$ cat config.mk
export PLATFORM = sky130hd
export DESIGN_NAME = mem_port_arbiter
export DESIGN_NICKNAME = d
export VERILOG_FILES = /design/src/rtl/mem_port_arbiter.sv
export SDC_FILE = /design/constraint.sdc
export NUM_CORES = 1
export LEC_CHECK = 0
export BUFFER_PORTS_ARGS = -buffer_cell sky130_fd_sc_hd__buf_4
export CAP_MARGIN = 0
export CORE_MARGIN = 8
export CORE_UTILIZATION = 30
export DETAILED_ROUTE_END_ITERATION = 16
export HOLD_SLACK_MARGIN = 0.06
export PLACE_DENSITY = 0.75
export SLEW_MARGIN = 30
export SYNTH_ARGS = -nofsm -noshare
export SYNTH_HDL_FRONTEND = slang
export SYNTH_SLANG_ARGS = --single-unit
$ cat constraint.sdc
create_clock -name clk -period 3.8 [get_ports clk]
set_clock_uncertainty 0.1 [all_clocks]
set_input_delay 1.14 -clock clk [delete_from_list [all_inputs] [get_ports clk]]
set_output_delay 1.14 -clock clk [all_outputs]
set_load 0.02 [all_outputs]
$ cat src/rtl/mem_port_arbiter.sv
// Arbitrates one single-port synchronous-read memory between instruction fetch and load/store.
// Data accesses win by default; a streak limiter guarantees fetch progress.
module mem_port_arbiter #(
  parameter int unsigned AWIDTH     = 14,
  parameter int unsigned DWIDTH     = 32,
  parameter int unsigned MAX_STREAK = 4
) (
  input  logic                clk,
  input  logic                rst,
  input  logic                if_req,
  input  logic [AWIDTH-1:0]   if_addr,
  output logic                if_ready,
  output logic                if_rvalid,
  output logic [DWIDTH-1:0]   if_rdata,
  input  logic                dm_req,
  input  logic [DWIDTH/8-1:0] dm_we,
  input  logic [AWIDTH-1:0]   dm_addr,
  input  logic [DWIDTH-1:0]   dm_wdata,
  output logic                dm_ready,
  output logic                dm_rvalid,
  output logic [DWIDTH-1:0]   dm_rdata,
  output logic                mem_en,
  output logic [DWIDTH/8-1:0] mem_we,
  output logic [AWIDTH-1:0]   mem_addr,
  output logic [DWIDTH-1:0]   mem_din,
  input  logic [DWIDTH-1:0]   mem_dout,
  output logic [31:0]         conflict_count
);

  localparam logic [3:0] StreakMax = 4'(MAX_STREAK);

  logic        grant_if, grant_dm, conflict;
  logic        rsp_if_q, rsp_dm_q;
  logic [3:0]  streak_q, streak_d;
  logic [31:0] conflict_q, conflict_d;

  always_comb begin
    grant_dm = 1'b0;
    grant_if = 1'b0;
    if (!rst) begin
      grant_dm = dm_req && !(if_req && (streak_q == StreakMax));
      grant_if = if_req && !grant_dm;
    end
  end

  always_comb begin
    conflict   = (if_req && !grant_if) || (dm_req && !grant_dm);
    conflict_d = conflict_q + 32'(conflict);
    streak_d   = '0;
    // Only data wins that leave a fetch waiting count towards the streak.
    if (grant_dm && if_req) begin
      streak_d = (streak_q == StreakMax) ? StreakMax : streak_q + 4'd1;
    end
  end

  always_ff @(posedge clk) begin
    if (rst) begin
      rsp_if_q   <= 1'b0;
      rsp_dm_q   <= 1'b0;
      streak_q   <= '0;
      conflict_q <= '0;
    end else begin
      rsp_if_q   <= grant_if;
      rsp_dm_q   <= grant_dm && (dm_we == '0);
      streak_q   <= streak_d;
      conflict_q <= conflict_d;
    end
  end

  assign if_ready       = grant_if;
  assign dm_ready       = grant_dm;
  assign mem_en         = grant_if | grant_dm;
  assign mem_we         = grant_dm ? dm_we : '0;
  assign mem_addr       = grant_dm ? dm_addr : if_addr;
  assign mem_din        = dm_wdata;
  // A tag left over from the cycle before reset must not surface while reset is held.
  assign if_rvalid      = rsp_if_q && !rst;
  assign dm_rvalid      = rsp_dm_q && !rst;
  assign if_rdata       = if_rvalid ? mem_dout : '0;
  assign dm_rdata       = dm_rvalid ? mem_dout : '0;
  assign conflict_count = conflict_q;

endmodule

# Word level (Yosys, flattened, before mapping)
# Index checks and enable logic that the tools add are counted.
# word_totals
elab_cells,35
in_bits,100
ff_bits,38
# classes
eq_ne,1
n_mux,7
bitwise,2
reduce_logical,18
add_sub_neg,2
# ops
operator,n
32-bit 2-to-1 mux,2
32-bit by 1-bit adder with 32-bit output,1
14-bit 2-to-1 mux,1
1-bit logical AND,9
1-bit logical NOT,5
4-bit by 1-bit adder with 4-bit output (second input constant),1
4-bit by 3-bit equality test with 1-bit output (second input constant),1
4-bit logical NOT,1
4-bit 2-to-1 mux,1
3-bit 2-to-1 mux,1
3-bit OR reduction,1
1-bit 2-to-1 mux,2
2-bit OR reduction,1
1-bit logical OR,1
1-bit inverter,1
1-bit OR,1

# Longest topological paths before layout
# Gate-level depths: netlist (run 1).
# depth
depth_word,11
mapped_depth,9

# Worst setup path after synthesis (run 1)
# Ideal clock, no wire load.
# synth_path
path_kind,input-to-output
from,input rst
to,output mem_addr[0]
setup_slack_ps,278
required_time_ps,2560
cell_stages,4
t_arrival_ps,2282
path_cell_list,clkbuf_1 > nand3b_1 > clkbuf_1 > mux2_2
# synth_between
elab_chain_cells,2
# synth_lines
element,line,rtl
"start, declared",9,"input logic rst,"
1-bit 2-to-1 mux,40,if (!rst) begin
14-bit 2-to-1 mux,74,assign mem_addr = grant_dm ? dm_addr : if_addr;
"end, declared",24,"output logic [AWIDTH-1:0] mem_addr,"
# No other way between the ends.

# Final worst setup path (run 1)
# layout_path
from,input if_req
to,output mem_addr[5]
# layout_between
elab_chain_cells,5
# layout_lines
element,line,rtl
"start, declared",10,"input logic if_req,"
1-bit logical AND,41,grant_dm = dm_req && !(if_req && (streak_q == StreakMax));
1-bit logical NOT,41,
1-bit logical AND,41,
1-bit 2-to-1 mux,40,
14-bit 2-to-1 mux,74,
# No other way between the ends.

==> reports/results.ini, run 1 <==
[worst_setup_path]
reg2reg_slack_ps=1160
crit_arrival_ps=2190
worstPathRequired_ps=2560
cp_max_fo=20
critical_path_class=input port to output port
crit-reg2reg-launch=conflict_count[3]$_SDFF_PP0_
r2r-end=conflict_count[26]$_SDFF_PP0_
r2r_cells=4
critPathMaxStageDelay_ps=370
crit_top_cell=buf_4
slowest_stage=mux2_2
startpoint_type=input port
crit_chain=buf_4, nand3_1, nand3b_1, buf_4, mux2_2, buf_4
critPathCaptureType=output port
critical_path.top_delay_family=buffers and inverters
critPathBufInv=3

[timing]
holdWs_ps=365
finalMaxSlewViolations=0
worstMarginPinSlew_ps=445
max_freq_ghz=0.292
finalCriticalPeriod_ps=3430
fin_tns_setup_ps=0
rsz0062_at_grt=false
layout_setup_ws_ps=370
setup_viol=0
slew_headroom=0.703
finalCritPeriodShare=0.903
hold_violations=0

[worst_hold_path]
holdPathEnd=streak_q[0]$_SDFF_PP0_
hold_class=flip-flop to flip-flop
hold_path_depth=1
min-delay-start=streak_q[0]$_SDFF_PP0_

[yosys]
syn_area_per_cell_um2=7.80
ys_ff_latch=38
synth_area_mm2=0.00260
synth_cell_types=28
synth_nets=438
yosys_warnings=0
ys_seq_area_frac=0.293
netlist_instances=333

[cells_and_area]
syn_to_final_growth_pct=51.7
nets=586
num-fill-cells=840
post-route-util=0.461
final_common_cell=buf_4
diodes=0
most-common-layout-cells=buf_4 (191), and2_1 (64), dfxtp_1 (38)
fin_cells=588
drive_above_1_share=0.442

[global_routing]
grt_overflow=0
antenna_found_initial=0
grt_usage=0.140
grt_max_degree=34
grt_pass1_wl_um=13700
grt_pass1_vias=2769

[cts]
root_buffer=clkbuf_8
ctsHoldBuffers=0
cts_setup_buffers=0
htree_levels=2
cts_inserted_buffers=5
ctsResizeCount=0
clockBufferDepth=2
clkLatencyLatePin_ps=280
cts_tree=done
cts.clk_slew.worst_paths_ps=70
clock-sinks=38

[power]
switching_share=0.255
seqPwrFrac=0.474
worst_ir_drop_vdd_mv=0.159
p_leak_nw=1.81
power_density_mw_per_mm2=217
clkPwrFrac=0.321
switching_power_mw=0.218
combinationalPowerShare=0.206
p_int_mw=0.638

[placed_design]
globalplace.congestion=0.778
port-buffer-count=186
dpl.cell_count=582
place.detailed.hpwl_um=7680
pre_cts_ws_ps=328

[route]
first_iter_violations=93
dr.pass1.iters=4
routed_wirelength_um=9170
routed_via_density=4.80
drtAntennaViolNets=0
wl_per_cell_um=15.6
vias=2821
drc_errors=0

[floorplan]
dieArea_mm2=0.0119
die_w_um=109
die_h_um=109
start_util=0.304
core_area_mm2=0.00855
io_pins=251
rows=34

[job]
drv_cap=0

[run_status]
status=completed

-- per-stage QoR --
step           cell area, µm²  power, mW
2_1_floorplan            2600      0.537
3_3_place_gp             3860      0.588
3_5_place_dp             3860      0.592
4_1_cts                  3940      0.861
5_1_grt                  3940      0.888
6_report                 3940      0.856
-- worst register-to-register path, delay by kind of cell (launching register included) --
| family | cells | cell delay, ps |
|---|---|---|
| DFF | 1 | 460 |
| and+or+nand+nor | 3 | 1870 |
| AOI/OAI and AO/OA | 1 | 150 |
-- sequential cells by signal, summed over array words and instances (netlist names) --
signal / flops
rsp_if_q: 1
streak_q: 4
rsp_dm_q: 1
conflict_count: 32
-- kinds of logic after synthesis --
| kind of cell | count (synthesis) | share of synthesized area |
|---|---|---|
| simple gates | 161 | 0.357 |
| fa+ha+maj | 6 | 0.0279 |
| buf+inv | 62 | 0.136 |
| mux | 14 | 0.0607 |
| flops | 38 | 0.293 |
| xor+xnor | 12 | 0.0404 |
| compound gates | 40 | 0.0847 |
-- power groups by stage --
stage | Combinational, mW | Clock (mW) | Sequential, mW
after global placement | 0.174 | 0 | 0.414
after CTS | 0.178 | 0.277 | 0.405
final | 0.176 | 0.274 | 0.405
after floorplan | 0.120 | 0 | 0.417
after global routing | 0.189 | 0.293 | 0.406
after detailed placement | 0.178 | 0 | 0.415
-- cell type report --
type / count / area (µm²) / share of cell area
multi-input combinational: 233 / 1480 / 0.377
timing repair buffer: 191 / 1430 / 0.364
sequential: 38 / 761 / 0.193
tap: 108 / 135 / 0.0343
clock buffer: 6 / 82.6 / 0.0210
inverter: 12 / 45.0 / 0.0114
-- synth_stat cells, drive strengths merged --
cell type,instances,area share
nor2,23,0.033
nand2,13,0.019
and2,64,0.15
or4,10,0.029
buf,33,0.094
xor2,3,0.010
o31ai,8,0.023
o21ai,11,0.021
nor3,3,0.0058
clkbuf,17,0.025
nand2b,1,0.0024
maj3,1,0.0039
a21oi,21,0.040
nand3,12,0.023
ha,5,0.024
nand4,8,0.022
or3,12,0.029
and4,3,0.010
nor4,5,0.012
inv,12,0.017
nand4b,1,0.0034
xnor2,9,0.030
mux2,14,0.061
nand3b,1,0.0029
nor2b,5,0.012
dfxtp,38,0.29
-- per-layer routing --
layer  global-route usage  vias up  share of wire  wire [µm]
met2                0.231      119           0.51       4640
met4               0.0342        0          0.012        114
li1                     -     1391              -          -
met5                    0        -              0          0
met3               0.0550       18          0.090        830
met1                0.166     1293           0.39       3590
-- worst max path at each step --
stage / from / endpoint / depth (start not counted)
CTS: if_req / mem_addr[13] / 6
floorplan: rst / mem_addr[0] / 4
global route: if_req / mem_addr[6] / 6
detailed placement: rst / conflict_count[30]$_SDFF_PP0_ / 8
global placement: if_req / mem_addr[1] / 6
finish: if_req / mem_addr[5] / 6
(Power assumes the default switching activity.)
==> run 2, diff against run 1 <==
Settings changed: BUFFER_PORTS_ARGS -buffer_cell sky130_fd_sc_hd__buf_4 to not set, DONT_BUFFER_PORTS set to 1, PLACE_DENSITY 0.75 to 0.51.
==> reports/results.ini, run 2 (synthesis gave the netlist of run 1 again) <==
[timing]
setup_viol=0  ; unchanged
worstMarginPinSlew_ps=517  ; +72.5 ps
hold_violations=0  ; unchanged
finalCritPeriodShare=0.843  ; -0.0591
slew_headroom=0.656  ; -0.0463
finalMaxSlewViolations=0  ; unchanged
fin_tns_setup_ps=0  ; unchanged
finalCriticalPeriod_ps=3210  ; -225 ps
rsz0062_at_grt=false
max_freq_ghz=0.312  ; +7.0%

[route]
routed_via_density=5.28  ; +10%
wl_per_cell_um=19.9  ; +28%
first_iter_violations=126  ; +35%
dr.pass1.iters=4  ; unchanged
drtAntennaViolNets=0  ; unchanged
routed_wirelength_um=8090  ; -12%
vias=2144  ; -24%
drc_errors=0  ; unchanged

[cells_and_area]
final_common_cell=and2_1
nets=402  ; -31%
drive_above_1_share=0.104  ; -0.338
diodes=0  ; unchanged
most-common-layout-cells=and2_1 (64), dfxtp_1 (38), nor2_1 (23)
syn_to_final_growth_pct=-0.963
largest_reg_flops=32  ; unchanged

[worst_setup_path]
critPathBufInv=1  ; -2
critical_path.top_delay_family=multiplexers
worstPathRequired_ps=2560  ; about the same
slowest_stage=mux2_2
critPathCaptureType=output port
reg2reg_slack_ps=940  ; -220 ps
crit-reg2reg-launch=conflict_count[3]$_SDFF_PP0_
critPathMaxStageDelay_ps=430  ; +60 ps
startpoint_type=input port
crit_arrival_ps=1970  ; -220 ps
r2r_cells=4  ; unchanged
critical_path_class=input port to output port
r2r-end=conflict_count[27]$_SDFF_PP0_
cp_max_fo=20  ; unchanged
crit_chain=nand3_1, nand3b_1, buf_4, mux2_2

[cts]
cts_tree=done
htree_levels=2  ; unchanged
root_buffer=clkbuf_8
clkLatencyLatePin_ps=280  ; about the same
clock-sinks=38  ; unchanged
ctsResizeCount=0  ; unchanged
cts_setup_buffers=0  ; unchanged
cts.clk_slew.worst_paths_ps=70  ; about the same
cts_inserted_buffers=5  ; unchanged
ctsHoldBuffers=0  ; unchanged
clockBufferDepth=2  ; unchanged

[floorplan]
rows=34  ; unchanged
io_pins=251  ; unchanged
core_area_mm2=0.00855  ; unchanged
die_h_um=109  ; unchanged
dieArea_mm2=0.0119  ; unchanged
die_w_um=109  ; unchanged
start_util=0.304  ; unchanged

[placed_design]
port-buffer-count=0  ; -100%
globalplace.congestion=0.742  ; -4.6%
place.detailed.hpwl_um=6580  ; -14%

[global_routing]
grt_max_degree=40  ; +18%
grt_pass1_vias=1973  ; -29%
antenna_found_initial=0  ; unchanged
grt_overflow=0  ; unchanged
grt_pass1_wl_um=11100  ; -19%
grt_usage=0.116  ; -0.0233

[worst_hold_path]
holdPathEnd=streak_q[0]$_SDFF_PP0_
min-delay-start=streak_q[0]$_SDFF_PP0_
hold_class=flip-flop to flip-flop
hold_path_depth=1  ; unchanged

[run_status]
status=completed

[power]
worst_ir_drop_vdd_mv=0.136  ; -15%
power_density_mw_per_mm2=299  ; +38%
p_leak_nw=0.868  ; -52%
power_mw=0.771  ; -10%

[job]
drv_cap=0  ; unchanged

-- run 2: cell types whose count changed in the layout (fill, tap and decap cells not counted) --
cell / change
buf_4: -184
clkbuf_1: +1
clkinv_2: +1
nor2b_1: -2
nor2b_2: +2
-- run 2: per-stage QoR --
step / util / area [µm²] / instances / setup slack (ps) / hold WS [ps]
final: 0.301 / 2570 / 406 / 595 / 368
after global routing: 0.301 / 2570 / 406 / 501 / 395
after CTS: 0.301 / 2570 / 406 / 593 / 374
after detailed placement: 0.290 / 2480 / 398 / 463 / 356
after global placement: 0.290 / 2480 / 398 / 508 / 351
after floorplan: - / 2600 / 333 / 278 / 330
-- run 2: power by group --
group | internal, mW | switching, mW | leakage, nW
combinational | 0.0256 | 0.0496 | 0.513
sequential | 0.402 | 0.00766 | 0.307
clock | 0.147 | 0.140 | 0.0482
total | 0.574 | 0.197 | 0.868
-- run 2: cell type report --
cell class	count	area (µm²)
fillers	920	5980
well taps	108	135
clock inverters	1	5.00
flip-flops and latches	38	761
clock buffers	7	86.3
multi-input cells	233	1490
repair buffers	7	52.6
inverters	12	45.0
-- run 2: worst max path at each step --
stage | from | depth (start not counted) | to | slack, ps
floorplan | rst | 4 | mem_addr[0] | 280
global placement | dm_req | 7 | conflict_count[26]$_SDFF_PP0_ | 510
detailed placement | dm_req | 7 | conflict_count[26]$_SDFF_PP0_ | 460
CTS | if_req | 4 | mem_addr[11] | 590
global route | streak_q[0]$_SDFF_PP0_ | 7 | mem_addr[0] | 500
finish | if_req | 4 | mem_addr[8] | 590
-- run 2: per-layer routing --
metal  vias to the layer above  track usage  part of all wire
li1                       1024            -                 -
met1                       982        0.139              0.37
met2                       134        0.172              0.47
met3                         4       0.0721              0.15
met4                         0       0.0254            0.0046
met5                         -            0                 0
==> run 3, diff against run 2 <==
Clock period 3.8 ns to 3 ns, I/O delays scaled along.
==> reports/results.ini, run 3 (synthesis gave the netlist of run 1 again) <==
[worst_setup_path]
startpoint=streak_q[0]$_SDFF_PP0_
r2r_cells=4  ; unchanged
reg2reg_slack_ps=510  ; -430 ps
critPathBufInv=2  ; +1
cp.depth=7  ; +3
r2r-end=conflict_count[31]$_SDFF_PP0_
cp_max_fo=17  ; -15%
crit-reg2reg-launch=conflict_count[7]$_SDFF_PP0_
slowest_stage=mux2_2
startpoint_type=flip-flop
critical_path_class=flip-flop to output port
critPathCapture=mem_addr[8]
critPathCaptureType=output port
crit_chain=inv_1, ha_1, nor2b_2, nand3_1, nand3b_1, buf_4, mux2_2
worstPathRequired_ps=2000  ; -560 ps
critPathMaxStageDelay_ps=430  ; about the same
crit_arrival_ps=1850  ; -120 ps
critical_path.top_delay_family=multiplexers

[route]
drc_errors=0  ; unchanged
routed_wirelength_um=8650  ; +6.9%
wl_per_cell_um=21.0  ; +5.4%
drtAntennaViolNets=0  ; unchanged
vias=2198  ; +2.5%
dr.pass1.iters=4  ; unchanged
routed_via_density=5.33  ; +1.0%
first_iter_violations=149  ; +18%

[global_routing]
antenna_found_initial=0  ; unchanged
grt_pass1_wl_um=12100  ; +9.1%
grt_overflow=0  ; unchanged
grt_usage=0.129  ; +0.0127
grt_max_degree=40  ; unchanged
grt_pass1_vias=2138  ; +8.4%

[cells_and_area]
largest_reg_flops=32  ; unchanged
syn_to_final_growth_pct=0.722
diodes=0  ; unchanged
drive_above_1_share=0.132  ; +0.0276
most-common-layout-cells=and2_1 (64), dfxtp_1 (37), nor2_1 (23)
final_common_cell=and2_1
nets=409  ; +1.7%
fin_cells=412  ; +1.5%

[cts]
clock-sinks=38  ; unchanged
cts_setup_buffers=0  ; unchanged
htree_levels=2  ; unchanged
cts_inserted_buffers=5  ; unchanged
cts.clk_slew.worst_paths_ps=70  ; about the same
root_buffer=clkbuf_8
ctsHoldBuffers=0  ; unchanged
cts_tree=done
ctsResizeCount=0  ; unchanged
clkLatencyLatePin_ps=290  ; about the same
clockBufferDepth=2  ; unchanged

[floorplan]
dieArea_mm2=0.0119  ; unchanged
io_pins=251  ; unchanged
die_h_um=109  ; unchanged
rows=34  ; unchanged
start_util=0.304  ; unchanged
core_area_mm2=0.00855  ; unchanged
die_w_um=109  ; unchanged

[timing]
setup_viol=0  ; unchanged
worstMarginPinSlew_ps=471  ; -45.8 ps
max_freq_ghz=0.351
fin_tns_setup_ps=0  ; unchanged
finalCriticalPeriod_ps=2850
hold_violations=0  ; unchanged
slew_headroom=0.687  ; +0.0304
finalCritPeriodShare=0.951
finalMaxSlewViolations=0  ; unchanged
rsz0062_at_grt=false

[placed_design]
dpl.cell_count=405  ; +1.8%
place.detailed.hpwl_um=7040  ; +7.1%
port-buffer-count=0  ; unchanged
globalplace.congestion=0.733  ; -1.2%

[worst_hold_path]
hold_class=flip-flop to flip-flop

[job]
drv_cap=0  ; unchanged

[power]
p_leak_nw=0.900  ; +3.7%
power_density_mw_per_mm2=363  ; +21%
worst_ir_drop_vdd_mv=0.142  ; +4.6%

[run_status]
status=completed

-- run 3: cell types whose count changed in the layout (fill, tap and decap cells not counted), sizes merged --
| cell | previous run | this run |
|---|---|---|
| clkbuf | 7 | 5 |
| clkinv | 1 | 2 |
| buf | 7 | 14 |
-- run 3: metal layers --
layer | part of all wire | wire length (µm) | GRT usage
met5 | 0 | 0 | 0
met4 | 0.0071 | 61 | 0.0274
met3 | 0.14 | 1230 | 0.0816
met2 | 0.45 | 3920 | 0.190
met1 | 0.40 | 3440 | 0.155
-- run 3: worst min path at each step --
stage,cells past startpoint,slack (ps),end,start
finish,1,340,streak_q[0]$_SDFF_PP0_,streak_q[0]$_SDFF_PP0_
detailed placement,1,360,streak_q[0]$_SDFF_PP0_,streak_q[0]$_SDFF_PP0_
global placement,1,350,streak_q[0]$_SDFF_PP0_,streak_q[0]$_SDFF_PP0_
floorplan,1,330,streak_q[0]$_SDFF_PP0_,streak_q[0]$_SDFF_PP0_
CTS,1,380,streak_q[0]$_SDFF_PP0_,streak_q[0]$_SDFF_PP0_
global route,1,360,streak_q[0]$_SDFF_PP0_,streak_q[0]$_SDFF_PP0_
-- run 3: cell type report --
type / count / area, µm²
Clock buffer: 5 / 68.8
Inverter: 12 / 45.0
Clock inverter: 2 / 10.0
Timing Repair Buffer: 14 / 105
Sequential cell: 38 / 762
Fill cell: 914 / 5930
Tap cell: 108 / 135
Multi-Input combinational cell: 233 / 1490
-- run 3: per-stage QoR --
stage	cell area, µm²	utilization	power (mW)	setup slack (ps)	hold slack [ps]
5_1_grt	2620	0.306	0.988	12.6	355
3_5_place_dp	2530	0.296	0.632	80.8	363
4_1_cts	2610	0.306	0.964	47.4	379
6_report	2620	0.306	0.950	148	343
3_3_place_gp	2530	0.296	0.632	124	351
2_1_floorplan	2600	-	0.680	49.1	330
-- run 3: power breakdown --
| part | switching, mW | leakage (nW) | internal, mW |
|---|---|---|---|
| Clock | 0.176 | 0.0438 | 0.156 |
| Sequential | 0.0107 | 0.307 | 0.509 |
| Combinational | 0.0638 | 0.549 | 0.0347 |
-- run 3: worst register-to-register path: cells and delay by family, from the launching register on --
| kind | cells | cell delay, ps |
|---|---|---|
| compound gates | 1 | 140 |
| flops | 1 | 550 |
| simple gates | 3 | 1630 |
